**src/rtl/hazard_ctrl_unit.sv**
```systemverilog
`default_nettype none
// ============================================================================
//  Module   : hazard_ctrl_unit
//  Purpose  : Pipeline hazard controller for the 5-stage MIPS core. Sits in
//             ID and drives the PC / IF/ID write enables, the IF/ID flush,
//             the ID/EX bubble and the back-end freeze. Detects load-use,
//             branch-in-ID operand hazards (EX ALU, EX load, MEM load),
//             taken-branch flushes and data-memory wait states, with a wait
//             timeout that raises a sticky error flag.
//  Revision : 1.0 - initial release
// ----------------------------------------------------------------------------
//  Parameters
//    REG_AW   register-address width (address 0 never a hazard source)
//    MEM_TMO  max consecutive mem-wait cycles before timeout (1..255)
//    TMO_W    width of the wait counter (must hold MEM_TMO)
//  Ports
//    clk, reset                 rising-edge clock, sync active-high reset
//    if_id_rs, if_id_rt         source registers of the instruction in ID
//    id_branch, id_br_taken     ID holds beq/bne, comparator result
//    id_ex_memread/regwrite/dst EX-stage instruction info
//    ex_mem_memread/dst         MEM-stage instruction info
//    mem_req, mem_ready         data-memory handshake in MEM
//    pc_write, if_id_write      front-end write enables
//    if_id_flush                zero IF/ID (taken branch)
//    id_ex_bubble               insert NOP into ID/EX
//    pipe_freeze                hold ID/EX, EX/MEM, MEM/WB
//    mem_timeout                sticky wait-timeout error
//    wait_cnt                   current mem-wait cycle count
//  Optional build macro
//    HAZ_PERF_CNT_EN            adds stall_cycles, flush_cycles and
//                               freeze_cycles saturating 32-bit counters
// ============================================================================
module hazard_ctrl_unit #(
  parameter int REG_AW  = 5,
  parameter int MEM_TMO = 15,
  parameter int TMO_W   = 8
) (
  input  logic              clk,
  input  logic              reset,
  input  logic [REG_AW-1:0] if_id_rs,
  input  logic [REG_AW-1:0] if_id_rt,
  input  logic              id_branch,
  input  logic              id_br_taken,
  input  logic              id_ex_memread,
  input  logic              id_ex_regwrite,
  input  logic [REG_AW-1:0] id_ex_dst,
  input  logic              ex_mem_memread,
  input  logic [REG_AW-1:0] ex_mem_dst,
  input  logic              mem_req,
  input  logic              mem_ready,
  output logic              pc_write,
  output logic              if_id_write,
  output logic              if_id_flush,
  output logic              id_ex_bubble,
  output logic              pipe_freeze,
  output logic              mem_timeout,
  output logic [TMO_W-1:0]  wait_cnt
`ifdef HAZ_PERF_CNT_EN
  ,
  output logic [31:0]       stall_cycles,
  output logic [31:0]       flush_cycles,
  output logic [31:0]       freeze_cycles
`endif
);

  localparam logic [TMO_W-1:0] TMO_LIMIT = TMO_W'(MEM_TMO);
  localparam logic [TMO_W-1:0] CNT_ONE   = TMO_W'(1);

  typedef enum logic [0:0] {
    ST_RUN  = 1'b0,
    ST_WAIT = 1'b1
  } state_t;

  state_t            state;
  state_t            state_nxt;
  logic [TMO_W-1:0]  cnt_nxt;
  logic              timeout_nxt;

  // --------------------------------------------------------------------------
  // Hazard detection
  // --------------------------------------------------------------------------
  function automatic logic reg_match(input logic [REG_AW-1:0] d,
                                     input logic [REG_AW-1:0] a,
                                     input logic [REG_AW-1:0] b);
    return (d != '0) && ((d == a) || (d == b));
  endfunction

  logic haz_lu;
  logic haz_bex;
  logic haz_bmm;
  logic haz_stall;
  logic mem_wait;
  logic br_flush;

  assign haz_lu    = id_ex_memread & reg_match(id_ex_dst, if_id_rs, if_id_rt);
  // A load feeding a branch shows up here first (EX), then as haz_bmm (MEM),
  // giving the required two stall cycles without extra state.
  assign haz_bex   = id_branch & id_ex_regwrite &
                     reg_match(id_ex_dst, if_id_rs, if_id_rt);
  assign haz_bmm   = id_branch & ex_mem_memread &
                     reg_match(ex_mem_dst, if_id_rs, if_id_rt);
  assign haz_stall = haz_lu | haz_bex | haz_bmm;
  // Once the timeout flag is set the wait is ignored so the pipe can drain.
  assign mem_wait  = mem_req & ~mem_ready & ~mem_timeout;
  assign br_flush  = id_branch & id_br_taken;

  // --------------------------------------------------------------------------
  // Output decode: reset > mem wait > stall > taken-branch flush > run
  // --------------------------------------------------------------------------
  logic out_stall;
  logic out_flush;
  logic out_freeze;

  always_comb begin
    pc_write     = 1'b1;
    if_id_write  = 1'b1;
    if_id_flush  = 1'b0;
    id_ex_bubble = 1'b0;
    pipe_freeze  = 1'b0;
    out_stall    = 1'b0;
    out_flush    = 1'b0;
    out_freeze   = 1'b0;
    if (reset) begin
      pc_write     = 1'b0;
      if_id_write  = 1'b0;
      id_ex_bubble = 1'b1;
    end else if (mem_wait) begin
      // Freeze wins over a coincident stall; the stall is re-evaluated once
      // the memory releases the pipe.
      pc_write     = 1'b0;
      if_id_write  = 1'b0;
      pipe_freeze  = 1'b1;
      out_freeze   = 1'b1;
    end else if (haz_stall) begin
      pc_write     = 1'b0;
      if_id_write  = 1'b0;
      id_ex_bubble = 1'b1;
      out_stall    = 1'b1;
    end else if (br_flush) begin
      // IF/ID stays write-enabled; the flush overrides the loaded value.
      if_id_flush  = 1'b1;
      out_flush    = 1'b1;
    end
  end

  // --------------------------------------------------------------------------
  // Memory-wait FSM
  // --------------------------------------------------------------------------
  always_comb begin
    state_nxt   = state;
    cnt_nxt     = wait_cnt;
    timeout_nxt = mem_timeout;
    case (state)
      ST_RUN: begin
        if (mem_wait) begin
          state_nxt = ST_WAIT;
          cnt_nxt   = CNT_ONE;
        end
      end
      ST_WAIT: begin
        if (mem_ready || !mem_req) begin
          // Access completed, or the requester withdrew: leave the wait.
          state_nxt = ST_RUN;
          cnt_nxt   = '0;
        end else if (wait_cnt >= TMO_LIMIT) begin
          state_nxt   = ST_RUN;
          cnt_nxt     = '0;
          timeout_nxt = 1'b1;
        end else begin
          cnt_nxt = wait_cnt + CNT_ONE;
        end
      end
      default: begin
        state_nxt = ST_RUN;
        cnt_nxt   = '0;
      end
    endcase
  end

  always_ff @(posedge clk) begin
    if (reset) begin
      state       <= ST_RUN;
      wait_cnt    <= '0;
      mem_timeout <= 1'b0;
    end else begin
      state       <= state_nxt;
      wait_cnt    <= cnt_nxt;
      mem_timeout <= timeout_nxt;
    end
  end

`ifdef HAZ_PERF_CNT_EN
  // --------------------------------------------------------------------------
  // Saturating outcome counters
  // --------------------------------------------------------------------------
  always_ff @(posedge clk) begin
    if (reset) begin
      stall_cycles  <= '0;
      flush_cycles  <= '0;
      freeze_cycles <= '0;
    end else begin
      if (out_stall && (stall_cycles != '1))
        stall_cycles <= stall_cycles + 32'd1;
      if (out_flush && (flush_cycles != '1))
        flush_cycles <= flush_cycles + 32'd1;
      if (out_freeze && (freeze_cycles != '1))
        freeze_cycles <= freeze_cycles + 32'd1;
    end
  end
`else
  // Outcome classes only feed the optional counters.
  logic unused_outcomes;
  assign unused_outcomes = out_stall ^ out_flush ^ out_freeze;
`endif

endmodule
`default_nettype wire

```
**config.mk**
```make
export PLATFORM = sky130hd
export DESIGN_NAME = hazard_ctrl_unit
export DESIGN_NICKNAME = d
export VERILOG_FILES = /design/src/rtl/hazard_ctrl_unit.sv
export SDC_FILE = /design/constraint.sdc
export NUM_CORES = 1
export LEC_CHECK = 0
export ABC_AREA = 0
export CORE_MARGIN = 1.5
export CORE_UTILIZATION = 37
export DETAILED_ROUTE_END_ITERATION = 12
export PLACE_DENSITY = 0.78
export SYNTH_ARGS = -nofsm -noshare
export SYNTH_HDL_FRONTEND = slang
export SYNTH_SLANG_ARGS = --single-unit
```
**constraint.sdc**
```tcl
create_clock -name clk -period 3.3 [get_ports clk]
set_input_delay 0.99 -clock clk [delete_from_list [all_inputs] [get_ports clk]]
set_output_delay 0.99 -clock clk [all_outputs]
set_load 0.005 [all_outputs]
```
==> flow_metrics.py <==
metrics = {
    "worst_setup_path": {
        "cp.required_ps": 2310,
        "slowest_stage": "or4_1",
        "cp-start-kind": "input port",
        "path_cells": "buf_6 -> or4_1 -> o211ai_1 -> o32ai_4 -> nor3_2 -> buf_4 -> buf_6",
        "critical_path_class": "input port to output port",
        "slowest_delay_ps": 500,
        "crit_buf_inv": 3,
        "end_kind": "output port",
        "crit_top_cell": "buf_6",
        "crit_family": "simple AND/OR/NAND/NOR gates",
        "critPathMaxFanout": 3,
        "arrival_ps": 2380,
    },
    "cells_and_area": {
        "diodes": 0,
        "area_growth_pct": 78.4,
        "drive_gt1_share_pct": 33.8,
        "nets": 177,
        "layout.cells.non_filler": 172,
    },
    "timing": {
        "rsz0062_at_grt": "true",
        "finalHoldViolCount": 0,
        "setup-violations-final": 1,
        "worst_pin_slew_ps": 504,
        "fmax_mhz": 297,
        "timing.final.crit_period_ps": 3370,
        "slew_viol_final": 0,
        "fin_skew_ps": 0.601,
        "fin_crit_sh_pct": 102,
        "slew_headroom_pct": 66.3,
        "setup_slack_ps": -65.6,
    },
    "grt": {
        "globalRoute.totalOverflow": 0,
        "grt_max_degree": 9,
        "grt_pass1_wl_mm": 3.36,
        "grtUsageTotal_pct": 20.5,
        "grt_pass1_vias": 791,
        "antenna_found_initial": 0,
    },
    "clock_tree": {
        "insertion_delay_ps": 260,
        "clk_pin_slew_ps": 60,
        "h-tree-depth": 1,
        "cts_tree": "done",
        "cts_buffers": 3,
        "cts_sinks": 10,
        "root_buffer": "clkbuf_4",
        "cts-hold-fix-buffers": 0,
        "cts.path.max_buffers": 2,
    },
    "routing": {
        "drcViolationCount": 0,
        "drtIter0Drc": 8,
        "wl_mm": 2.27,
        "antenna_left": 0,
        "dr.pass1.iters": 4,
        "vias_per_cell": 4.87,
        "vias": 838,
        "wire_per_inst_um": 13.2,
    },
    "synthesis": {
        "netlist-cell-type-count": 26,
        "synthMuxAreaShare_pct": 1.34,
        "synth-xor-area-share_pct": 25.8,
        "syn_avg_cell_area_um2": 8.38,
        "synth_compound_area_share_pct": 11.6,
        "synth_fa_ha_area_share_pct": 1.68,
        "syn_area_um2": 746,
        "synth_top_family_by_area": "simple AND/OR/NAND/NOR gates",
        "synth-simple-area-share_pct": 28.7,
        "synthCells": 89,
        "synth_nets": 119,
        "seq_area_frac_synth_pct": 26.8,
        "synth_seq_cells": 10,
        "synth_warnings": 0,
    },
    "floorplanning": {
        "die_y_um": 47.9,
        "rows": 16,
        "initial_core_util_pct": 38.8,
        "fp.coreArea_um2": 1920,
        "fp.dieW_um": 47.9,
        "io_pins": 43,
        "die_area_um2": 2290,
    },
    "outcome": {
        "status": "finished with violations",
        "violations": "setup timing",
    },
    "power": {
        "power.density_nw_per_um2": 242,
        "p_leak_nw": 0.567,
        "irDropWorstVdd_uv": 194,
    },
    "place": {
        "dp.final_hpwl_mm": 1.75,
        "portBuffers": 42,
        "place.gp.congestion": 0.853,
        "dpl_worst_slack_ps": -785,
        "dpl.cell_count": 168,
    },
    "flow_run": {
        "maxCapViolCount": 0,
    },
    "hold_path": {
        "hold_path_class": "flip-flop to flip-flop",
    },
}
-- area by class of cell --
cell class,count,area [um2]
Clock buffer,3,22.5
Fill cell,166,592
Multi-Input combinational cell,75,591
Tap cell,27,33.8
Timing Repair Buffer,56,479
Inverter,1,3.75
Sequential cell,10,200
-- through the flow --
stage | hold slack, ps | util (%) | power (mW) | TNS (ps) | area, um2
CTS | 510 | 68.3 | 0.321 | -66.3 | 1310
global placement | 494 | 66.1 | 0.235 | -3030 | 1270
global route | 535 | 69.2 | 0.341 | -232 | 1330
detailed placement | 500 | 66.1 | 0.238 | -3270 | 1270
finish | 510 | 69.2 | 0.322 | -65.6 | 1330
floorplan | 496 | - | 0.170 | 0 | 746
-- cells in the mapped netlist (all sizes together) --
cell type  instances  area, um2
mux2i              1       10.0
a21o               2       17.5
dfxtp             10        200
nand2              5       18.8
nand4              1       21.3
nand3              2       10.0
or3b               1       8.76
a22oi              2       15.0
o31a               1       8.76
nor3               5       25.0
or4                2       15.0
a21oi              4       20.0
inv                1       3.75
ha                 1       12.5
nand2b             2       12.5
o22a               1       8.76
nor3b              3       22.5
nor4               2       12.5
buf                3       26.3
xor2              22        193
o211ai             1       7.51
nor2              15       58.8
o32ai              1       8.76
and3b              1       8.76
-- state kept, by name, summed over array words and instances (netlist names) --
register	flops
wait_cnt	8
mem_timeout	1
state	1
-- path summary, 6_finish.rpt --
path / start / to / slack (ps) / cells after the start
min reg2reg: wait_cnt[4] / wait_cnt[4] / 510 / 1
max reg2reg: mem_timeout / wait_cnt[7] / 1720 / 6
min: wait_cnt[4] / wait_cnt[4] / 510 / 1
max: ex_mem_dst[3] / if_id_write / -70 / 7
-- cells by family after synthesis --
logic type | after synthesis
buffers and inverters | 4
XOR/XNOR | 22
adder cells (fa/ha/maj) | 1
flip-flops | 10
AO/OA/AOI/OAI | 12
multiplexers | 1
AND/OR/NAND/NOR | 39
-- repair_timing --
item                       in CTS  in global routing
setup endpoints to repair       5                  4
resized for setup              86                  5
setup buffers                   1                  0
pin swaps                      19                  4
-- routing by layer --
layer,global-route usage [%],part of all wire [%],vias up,wire (um)
met4,2.70,1.0,0,23
li1,-,-,419,-
met1,23.9,43,389,984
met2,38.4,52,26,1180
met3,4.91,3.8,4,86
met5,0,0,-,0
-- cells in the final DEF (no fill, tap or decap), types with 4 or more instances in the layout --
| cell type | n |
|---|---|
| a21oi_1 | 4 |
| buf_2 | 9 |
| nor3_2 | 5 |
| buf_6 | 4 |
| xor2_1 | 21 |
| dlygate4sd2_1 | 6 |
| dfxtp_1 | 10 |
| buf_4 | 13 |
| nor2_1 | 13 |
| nand2_1 | 5 |
| clkdlybuf4s50_1 | 17 |
-- power breakdown --
group / leakage [nW] / switching, mW / internal [mW] / total (mW)
Combinational: 0.472 / 0.0514 / 0.0649 / 0.116
Clock: 0.0138 / 0.0382 / 0.0420 / 0.0802
Sequential: 0.0809 / 0.00293 / 0.123 / 0.126
-- worst reg2reg max path, stage by stage, from the launching register on --
cell and delay (ps):
dfxtp_1 330, or3b_4 410, buf_4 140, nand2b_1 140, nand4_4 120, o31a_1 320, nor2_2 70
No activity file was read; power rests on OpenSTA's default activity.
